**config.mk**
```make
export PLATFORM = sky130hd
export DESIGN_NAME = pipe_ctrl_unit
export DESIGN_NICKNAME = d
export VERILOG_FILES = /design/src/rtl/pipe_ctrl_unit.sv
export SDC_FILE = /design/constraint.sdc
export NUM_CORES = 1
export LEC_CHECK = 0
export ABC_AREA = 1
export CORE_MARGIN = 10
export CORE_UTILIZATION = 47
export CTS_CLUSTER_DIAMETER = 40
export DETAILED_ROUTE_END_ITERATION = 10
export GPL_TIMING_DRIVEN = 0
export PLACE_DENSITY = 0.95
export REMOVE_ABC_BUFFERS = 1
export SETUP_SLACK_MARGIN = 0.02
export SLEW_MARGIN = 5
export SYNTH_ARGS = -nofsm -noshare
export SYNTH_HDL_FRONTEND = slang
export SYNTH_SLANG_ARGS = --single-unit
export TNS_END_PERCENT = 100
```
**constraint.sdc**
```tcl
create_clock -name clk -period 3.74 [get_ports clk]
set_clock_uncertainty 0.1 [all_clocks]
set_input_delay 1.122 -clock clk [delete_from_list [all_inputs] [get_ports clk]]
set_output_delay 1.122 -clock clk [all_outputs]
set_load 0.03 [all_outputs]
```
**src/rtl/pipe_ctrl_unit.sv**
```systemverilog
// rtl/pipe_ctrl_unit.sv - MIPS ID-stage decode/issue control with load-use, flush, SYSCALL drain and MULT/DIV interlocks.
// Optional HI/LO multiply/divide support is built when PIPE_CTRL_MULDIV_EN is defined.
module pipe_ctrl_unit #(
  parameter int ALUOP_W      = 3,
  parameter int DRAIN_CYCLES = 3,
  parameter int MULDIV_LAT   = 8
) (
  input  logic               clk,
  input  logic               rst_b,
  input  logic               id_valid,
  input  logic [5:0]         id_opcode,
  input  logic [5:0]         id_func,
  input  logic [4:0]         id_rs,
  input  logic [4:0]         id_rt,
  input  logic [4:0]         id_rd,
  input  logic               flush,
  input  logic               sys_ack,
  output logic               stall,
  output logic               ex_valid,
  output logic [9:0]         ex_ctrl,
  output logic [ALUOP_W-1:0] ex_ALUop,
  output logic [4:0]         ex_dst,
  output logic               sys_req,
  output logic               illegal
);

  localparam logic [ALUOP_W-1:0] ALU_AND = ALUOP_W'(0);
  localparam logic [ALUOP_W-1:0] ALU_OR  = ALUOP_W'(1);
  localparam logic [ALUOP_W-1:0] ALU_ADD = ALUOP_W'(2);
  localparam logic [ALUOP_W-1:0] ALU_LUI = ALUOP_W'(3);
  localparam logic [ALUOP_W-1:0] ALU_XOR = ALUOP_W'(4);
  localparam logic [ALUOP_W-1:0] ALU_SUB = ALUOP_W'(6);
  localparam logic [ALUOP_W-1:0] ALU_SLT = ALUOP_W'(7);

  localparam int C_REGDST = 9;
  localparam int C_JUMP   = 8;
  localparam int C_BRANCH = 7;
  localparam int C_MEMRD  = 6;
  localparam int C_MEM2R  = 5;
  localparam int C_REGWR  = 4;
  localparam int C_ALUSRC = 3;
  localparam int C_MEMWR  = 2;
  localparam int C_JR     = 1;
  localparam int C_JAL    = 0;

  localparam int DW = (DRAIN_CYCLES < 2) ? 1 : $clog2(DRAIN_CYCLES + 1);

  typedef enum logic [1:0] {S_RUN, S_DRAIN, S_SYS} state_t;

  state_t              state_q;
  logic [DW-1:0]       drain_q;
  logic                sys_req_q;

  logic                ex_valid_q, ex_valid_d;
  logic [9:0]          ex_ctrl_q, ex_ctrl_d;
  logic [ALUOP_W-1:0]  ex_alu_q, ex_alu_d;
  logic [4:0]          ex_dst_q, ex_dst_d;
  logic                illegal_q, illegal_d;

  logic [9:0]          dec_ctrl;
  logic [ALUOP_W-1:0]  dec_alu;
  logic [4:0]          dec_dst;
  logic                dec_ill, dec_sys, r_wr, i_wr;
  logic                reads_rt, load_use, md_stall, hazard, run, issue;

`ifdef PIPE_CTRL_MULDIV_EN
  logic                dec_md, dec_hilo;
  logic [7:0]          busy_q, busy_d;
`endif

  always_comb begin
    dec_ctrl = '0;
    dec_alu  = '0;
    dec_dst  = '0;
    dec_ill  = 1'b0;
    dec_sys  = 1'b0;
    r_wr     = 1'b0;
    i_wr     = 1'b0;
`ifdef PIPE_CTRL_MULDIV_EN
    dec_md   = 1'b0;
    dec_hilo = 1'b0;
`endif
    case (id_opcode)
      6'h00: begin
        case (id_func)
          6'h00: dec_ill = (id_rd != 5'd0);
          6'h08: dec_ctrl[C_JR] = 1'b1;
          6'h0C: dec_sys = 1'b1;
          6'h20, 6'h21: begin r_wr = 1'b1; dec_alu = ALU_ADD; end
          6'h22: begin r_wr = 1'b1; dec_alu = ALU_SUB; end
          6'h24: begin r_wr = 1'b1; dec_alu = ALU_AND; end
          6'h25: begin r_wr = 1'b1; dec_alu = ALU_OR;  end
          6'h26: begin r_wr = 1'b1; dec_alu = ALU_XOR; end
          6'h2A: begin r_wr = 1'b1; dec_alu = ALU_SLT; end
`ifdef PIPE_CTRL_MULDIV_EN
          6'h10, 6'h12: begin r_wr = 1'b1; dec_hilo = 1'b1; end
          6'h18, 6'h19, 6'h1A, 6'h1B: dec_md = 1'b1;
`endif
          default: dec_ill = 1'b1;
        endcase
      end
      6'h03: begin
        dec_ctrl[C_JUMP]  = 1'b1;
        dec_ctrl[C_JAL]   = 1'b1;
        dec_ctrl[C_REGWR] = 1'b1;
        dec_dst           = 5'd31;
      end
      6'h04, 6'h05: begin dec_ctrl[C_BRANCH] = 1'b1; dec_alu = ALU_SUB; end
      6'h08, 6'h09: begin i_wr = 1'b1; dec_alu = ALU_ADD; end
      6'h0A: begin i_wr = 1'b1; dec_alu = ALU_SLT; end
      6'h0C: begin i_wr = 1'b1; dec_alu = ALU_AND; end
      6'h0D: begin i_wr = 1'b1; dec_alu = ALU_OR;  end
      6'h0F: begin i_wr = 1'b1; dec_alu = ALU_LUI; end
      6'h23: begin
        i_wr               = 1'b1;
        dec_ctrl[C_MEMRD]  = 1'b1;
        dec_ctrl[C_MEM2R]  = 1'b1;
        dec_alu            = ALU_ADD;
      end
      6'h2B: begin
        dec_ctrl[C_MEMWR]  = 1'b1;
        dec_ctrl[C_ALUSRC] = 1'b1;
        dec_alu            = ALU_ADD;
      end
      default: dec_ill = 1'b1;
    endcase
    if (r_wr) begin
      dec_ctrl[C_REGDST] = 1'b1;
      dec_ctrl[C_REGWR]  = 1'b1;
      dec_dst            = id_rd;
    end
    if (i_wr) begin
      dec_ctrl[C_ALUSRC] = 1'b1;
      dec_ctrl[C_REGWR]  = 1'b1;
      dec_dst            = id_rt;
    end
  end

  // Only R-type, SW and the branches source rt; for the rest rt is a destination.
  assign reads_rt = (id_opcode == 6'h00) | (id_opcode == 6'h2B) |
                    (id_opcode == 6'h04) | (id_opcode == 6'h05);
  assign load_use = ex_valid_q & ex_ctrl_q[C_MEMRD] & (ex_dst_q != 5'd0) &
                    ((ex_dst_q == id_rs) | ((ex_dst_q == id_rt) & reads_rt));

`ifdef PIPE_CTRL_MULDIV_EN
  // busy_q > 1 means the unit is still occupied after this edge's decrement.
  assign md_stall = (dec_md | dec_hilo) & (busy_q > 8'd1);
`else
  assign md_stall = 1'b0;
`endif

  assign run    = (state_q == S_RUN);
  assign hazard = id_valid & (load_use | md_stall);
  assign stall  = ~run | (~flush & hazard);
  assign issue  = run & ~flush & ~hazard & id_valid;

  always_comb begin
    ex_valid_d = issue;
    ex_ctrl_d  = issue ? dec_ctrl : '0;
    ex_alu_d   = issue ? dec_alu  : '0;
    ex_dst_d   = issue ? dec_dst  : '0;
    illegal_d  = issue & dec_ill;
  end

`ifdef PIPE_CTRL_MULDIV_EN
  always_comb begin
    busy_d = busy_q;
    if (issue & dec_md)
      busy_d = 8'(MULDIV_LAT);
    else if (busy_q != 8'd0)
      busy_d = busy_q - 8'd1;
  end

  always_ff @(posedge clk) begin
    if (!rst_b) busy_q <= 8'd0;
    else        busy_q <= busy_d;
  end
`endif

  always_ff @(posedge clk) begin
    if (!rst_b) begin
      ex_valid_q <= 1'b0;
      ex_ctrl_q  <= '0;
      ex_alu_q   <= '0;
      ex_dst_q   <= '0;
      illegal_q  <= 1'b0;
    end else begin
      ex_valid_q <= ex_valid_d;
      ex_ctrl_q  <= ex_ctrl_d;
      ex_alu_q   <= ex_alu_d;
      ex_dst_q   <= ex_dst_d;
      illegal_q  <= illegal_d;
    end
  end

  always_ff @(posedge clk) begin
    if (!rst_b) begin
      state_q   <= S_RUN;
      drain_q   <= '0;
      sys_req_q <= 1'b0;
    end else begin
      case (state_q)
        S_RUN: begin
          if (issue & dec_sys) begin
            state_q <= S_DRAIN;
            drain_q <= DW'(DRAIN_CYCLES);
          end
        end
        S_DRAIN: begin
          if (drain_q <= DW'(1)) begin
            state_q   <= S_SYS;
            sys_req_q <= 1'b1;
          end else begin
            drain_q <= drain_q - DW'(1);
          end
        end
        S_SYS: begin
          if (sys_ack) begin
            state_q   <= S_RUN;
            sys_req_q <= 1'b0;
          end
        end
        default: begin
          state_q   <= S_RUN;
          sys_req_q <= 1'b0;
        end
      endcase
    end
  end

  assign ex_valid = ex_valid_q;
  assign ex_ctrl  = ex_ctrl_q;
  assign ex_ALUop = ex_alu_q;
  assign ex_dst   = ex_dst_q;
  assign sys_req  = sys_req_q;
  assign illegal  = illegal_q;

endmodule
```
After elaboration in Yosys (flattened, before gate mapping) --
Index checks and enable logic that the tools add are counted.
Cells by class: bitwise operators 19, equality and inequality tests 28, reduce and logical (&&, ||, !) cells 18, add/sub/neg operators 1, $lt $le $gt $ge 1, mux-type cells 30
Operators with widths (number):
- equality test 6 bit, second input constant | 9
- equality test 6 x 4 -> 1 bit, second input constant | 8
- case mux 3 bit (6 select lines) | 1
- 2-to-1 mux 2 bit | 8
- 2-to-1 mux 5 bit | 3
- case mux 3 bit (5 select lines) | 1
- OR reduction 7 bit | 2
- equality test 6 x 3 -> 1 bit, second input constant | 2
- logical NOT 6 bit | 2
- 2-to-1 mux 1 bit | 12
- AND reduction 3 bit | 4
- AND 1 bit | 11
- OR reduction 11 bit | 1
- equality test 5 bit | 2
- nonzero test 5 bit | 2
- OR reduction 9 bit | 1
- equality test 6 x 2 -> 1 bit, second input constant | 1
- != test 2 bit, second input constant | 3
- case mux 2 bit (3 select lines) | 1
- OR 1 bit | 5
- case mux 1 bit (2 select lines) | 2
- case mux 2 bit (2 select lines) | 1
- OR reduction 2 bit | 2
- OR reduction 4 bit | 1
- 10 further kinds | 12
Word-level totals: logic and storage cells 106, register bits 25

Depth between registers and ports, before layout --
depth after elaboration 14, gate-level depth with buffers 11, mapped depth without buffers 11

Least setup slack after synthesis --
OpenSTA, ideal clock, no wires.
path type input-to-output, from in id_opcode[3], to out stall, arrival time 2506 ps, data required time 2518 ps, setup slack 12 ps, stages on the path 7, cells stage by stage nor2_1 -> nand3_4 -> nand3_2 -> nand3_1 -> nand2_1 -> nand2_2 -> o21ai_0
Between the ends: cells in the longest elaborated chain, start to end 10
RTL lines:
- start: declaration | line 11 | input logic [5:0] id_opcode,
- equality test 6 bit or logical NOT 6 bit (tied branches) | line 140 | assign reads_rt = (id_opcode == 6'h00) | (id_opcode == 6'h2B) |
- OR 1 bit (2 in a row) | line 140
- OR 1 bit * | line 141 | (id_opcode == 6'h04) | (id_opcode == 6'h05);
- AND 1 bit * | line 143 | ((ex_dst_q == id_rs) | ((ex_dst_q == id_rt) & reads_rt));
- OR 1 bit * | line 143
- AND 1 bit * | line 142 | assign load_use = ex_valid_q & ex_ctrl_q[C_MEMRD] & (ex_dst_q != 5'd0) &
- AND 1 bit * | line 153 | assign hazard = id_valid & (load_use | md_stall);
- AND 1 bit * | line 154 | assign stall = ~run | (~flush & hazard);
- OR 1 bit * | line 154
- end: declaration | line 18 | output logic stall,
Every way passes the cells marked *; elsewhere a longest branch is shown, timed or not.

Worst setup path after layout --
from in id_opcode[4], to out stall
Same word-level chain as after synthesis.

==> results.toml <==
[clocking]
cts_root_buffer = "clkbuf_4"
clock_path_buffers = 2
cts.clk_slew.worst_paths_ns = 0.13
postCtsHoldBufs = 0
clkSinkCount = 23
cts_buffers = 3
ctsHtreeMaxLevel = 1
cts_tree = "done"
clk_latency_ns = 0.31

[place]
port-buffer-count = 53
gp_congestion = 0.8892
hpwlAfterDp_um = 3076
place_inst = 279

[cells_and_area]
stdcell_count = 285
multiInputGateArea_um2 = 842.1
register_area_um2 = 460.4
area_growth_pct = 44.05
antenna_cells = 0
layout.nets = 288
drive_above_1_share = 0.1220
n_fill_cell = 217

[timing]
max_freq_mhz = 273.2
fin_setup_tns_ns = 0
finalMaxSlewViolations = 0
setup_viol = 0
hold_viol_final = 0
period_minus_slack_ns = 3.660
finalCritPeriodShare = 0.9785
tightest_slew_ns = 0.4791
slew-limit-headroom = 0.6776

[floorplanning]
core_area_mm2 = 0.002805
dieArea_mm2 = 0.005555
chipHeight_um = 74.53
start_util = 0.4982
fp.dieW_um = 74.53
placement_rows = 19
ioPinCount = 54

[synth]
synth_largest_area_cell = "dfxtp_1"
synth_seq_cells = 23
yosysUniqueCellTypes = 33
synth_top_flop_cell = "dfxtp_1"
synth_edf_count = 0
ys_top_cells_by_area = "dfxtp_1 33%, nand2_1 9.1%, nor2_1 7.8%"
yosysTopAreaCellShare = 0.3295
syn_avg_cell_area_um2 = 7.023
ys_warn_count = 0
yosys-top-cells-count = "34 x nand2_1, 29 x nor2_1, 27 x inv_1, 23 x dfxtp_1, 19 x nand3_1"
syn-cell-area_mm2 = 0.001398
ys_seq_area_frac = 0.3295
synthCells = 199
synth-async-reset-ratio = 0
yosysMostFrequentCell = "nand2_1"

[pwr]
peakVddDrop_uv = 124.5
pwr-share-clk = 0.253
p_comb_frac = 0.206
swShare = 0.2707
power_switching_uw = 124.1
powerDensity_mw_per_mm2 = 227.7
p_int_uw = 334.3
seq_power_share = 0.541
p_leak_uw = 0.0009031

[worst_setup_path]
max_stage_delay_ns = 0.28
crit_arrival_ns = 2.44
worstPathCellList = "dlygate4sd2_1, nor2_4, nand3_4, nand3_2, nand3_1, nand2_1, nand2_2, o21ai_2, buf_6"
crit_slowest_cell = "dlygate4sd2_1"
r2r_cells = 10
path_class = "in2out"
cp-startpoint = "id_opcode[4]"
crit_path_start_kind = "input pin"
required_ns = 2.52
cp-end-kind = "output pin"
worstReg2RegStart = "ex_dst[1]"
cp_max_fo = 8

[global_routing]
gr-usage-all-layers = 0.1366
grt-ovfl-total = 0
grt_pass1_vias = 1378
antenna_found_initial = 0
grt_pass1_wl_um = 6141
grt_max_degree = 18

[route]
wl_per_cell_um = 13.51
drt_iter0_drc = 74
vias = 1500
detail-route-antenna-nets = 0
dr.pass1.iters = 5
routed_via_density = 5.263
drt_wl_total_um = 3850
drcViolationCount = 0

[hold_path]
min_path_type = "reg2reg"
holdPathStages = 2
hold_start = "sys_req"

[run_status]
status = "complete, no violations"

[run]
maxCapViolations = 0
==> metal layers <==
metal | GRT usage | routed length (um) | up-vias
met5 | 0 | 0 | -
met4 | 0.04412 | 70 | 0
met3 | 0.02926 | 286 | 9
met2 | 0.2325 | 1791 | 58
met1 | 0.1669 | 1701 | 666
li1 | - | - | 767
==> metrics by stage <==
stage	hold slack, ns	setup slack (ns)	util	power (uW)	area, um^2
final	0.3973	0.08032	0.7177	458.4	2013
after global routing	0.4719	-0.01725	0.7177	480.6	2013
after CTS	0.4002	0.03778	0.7092	457.1	1989
after detailed placement	0.3822	-0.8358	0.6887	343.7	1932
after global placement	0.3780	-0.8014	0.6887	341.7	1932
after floorplan	0.3992	0.01179	-	293.7	1363
==> sequential cells by signal (all words and copies together), names as in the netlist <==
signal and flops:
illegal 1, ex_valid 1, sys_req 1, state_q 2, ex_ALUop 3, ex_ctrl 8
ex_dst 5, drain_q 2
==> cells in the final DEF (no fill, tap or decap), types with 4 or more instances in the layout <==
master and count:
nand2_1 34, a31oi_1 5, dfxtp_1 23, nand3_1 19, a21oi_1 8, inv_1 27, nand3_4 4, xnor2_1 5
clkdlybuf4s50_1 43, nor3_1 6, nor2_1 25, nand4_1 5
==> final timing paths <==
| path | endpoint | slack (ns) |
|---|---|---|
| min reg2reg | sys_req | 0.40 |
| max | stall | 0.08 |
| max reg2reg | illegal | 2.03 |
| min | sys_req | 0.40 |
==> layout make-up <==
class / instances / area share
sequential: 23 / 0.2287
tap: 31 / 0.01927
inverter: 28 / 0.05221
clock buffer: 4 / 0.01305
timing repair buffer: 55 / 0.2685
multi-input combinational: 144 / 0.4183
==> power groups by stage <==
stage	clock [uW]	sequential, uW	combinational (uW)
after detailed placement	0	253	90.4
final	116	248	94.3
after global placement	0	253	88.4
after floorplan	0	257	36.4
after global routing	130	248	103
after CTS	117	248	92.2
==> repair_timing <==
action,4_1_cts,5_1_grt
setup endpoints to repair,1,1
pin swaps,2,3
resized for setup,21,13
setup buffers,2,0
==> cells by family (layout without fill, tap and decap cells) <==
kind of cell | after synthesis | in the layout | share of synthesized area
compound gates | 25 | 25 | 0.1110
buf+inv | 32 | 87 | 0.1003
simple gates | 110 | 110 | 0.4002
xor+xnor | 8 | 8 | 0.05014
fa+ha+maj | 1 | 1 | 0.008951
flops | 23 | 23 | 0.3295
==> worst max-delay path: cells and delay by family <==
kind / cells / cell delay (ns)
buffers and inverters: 2 / 0.42
and+or+nand+nor: 6 / 0.73
AOI/OAI and AO/OA: 1 / 0.14
Power figures use the tool's default switching activity.
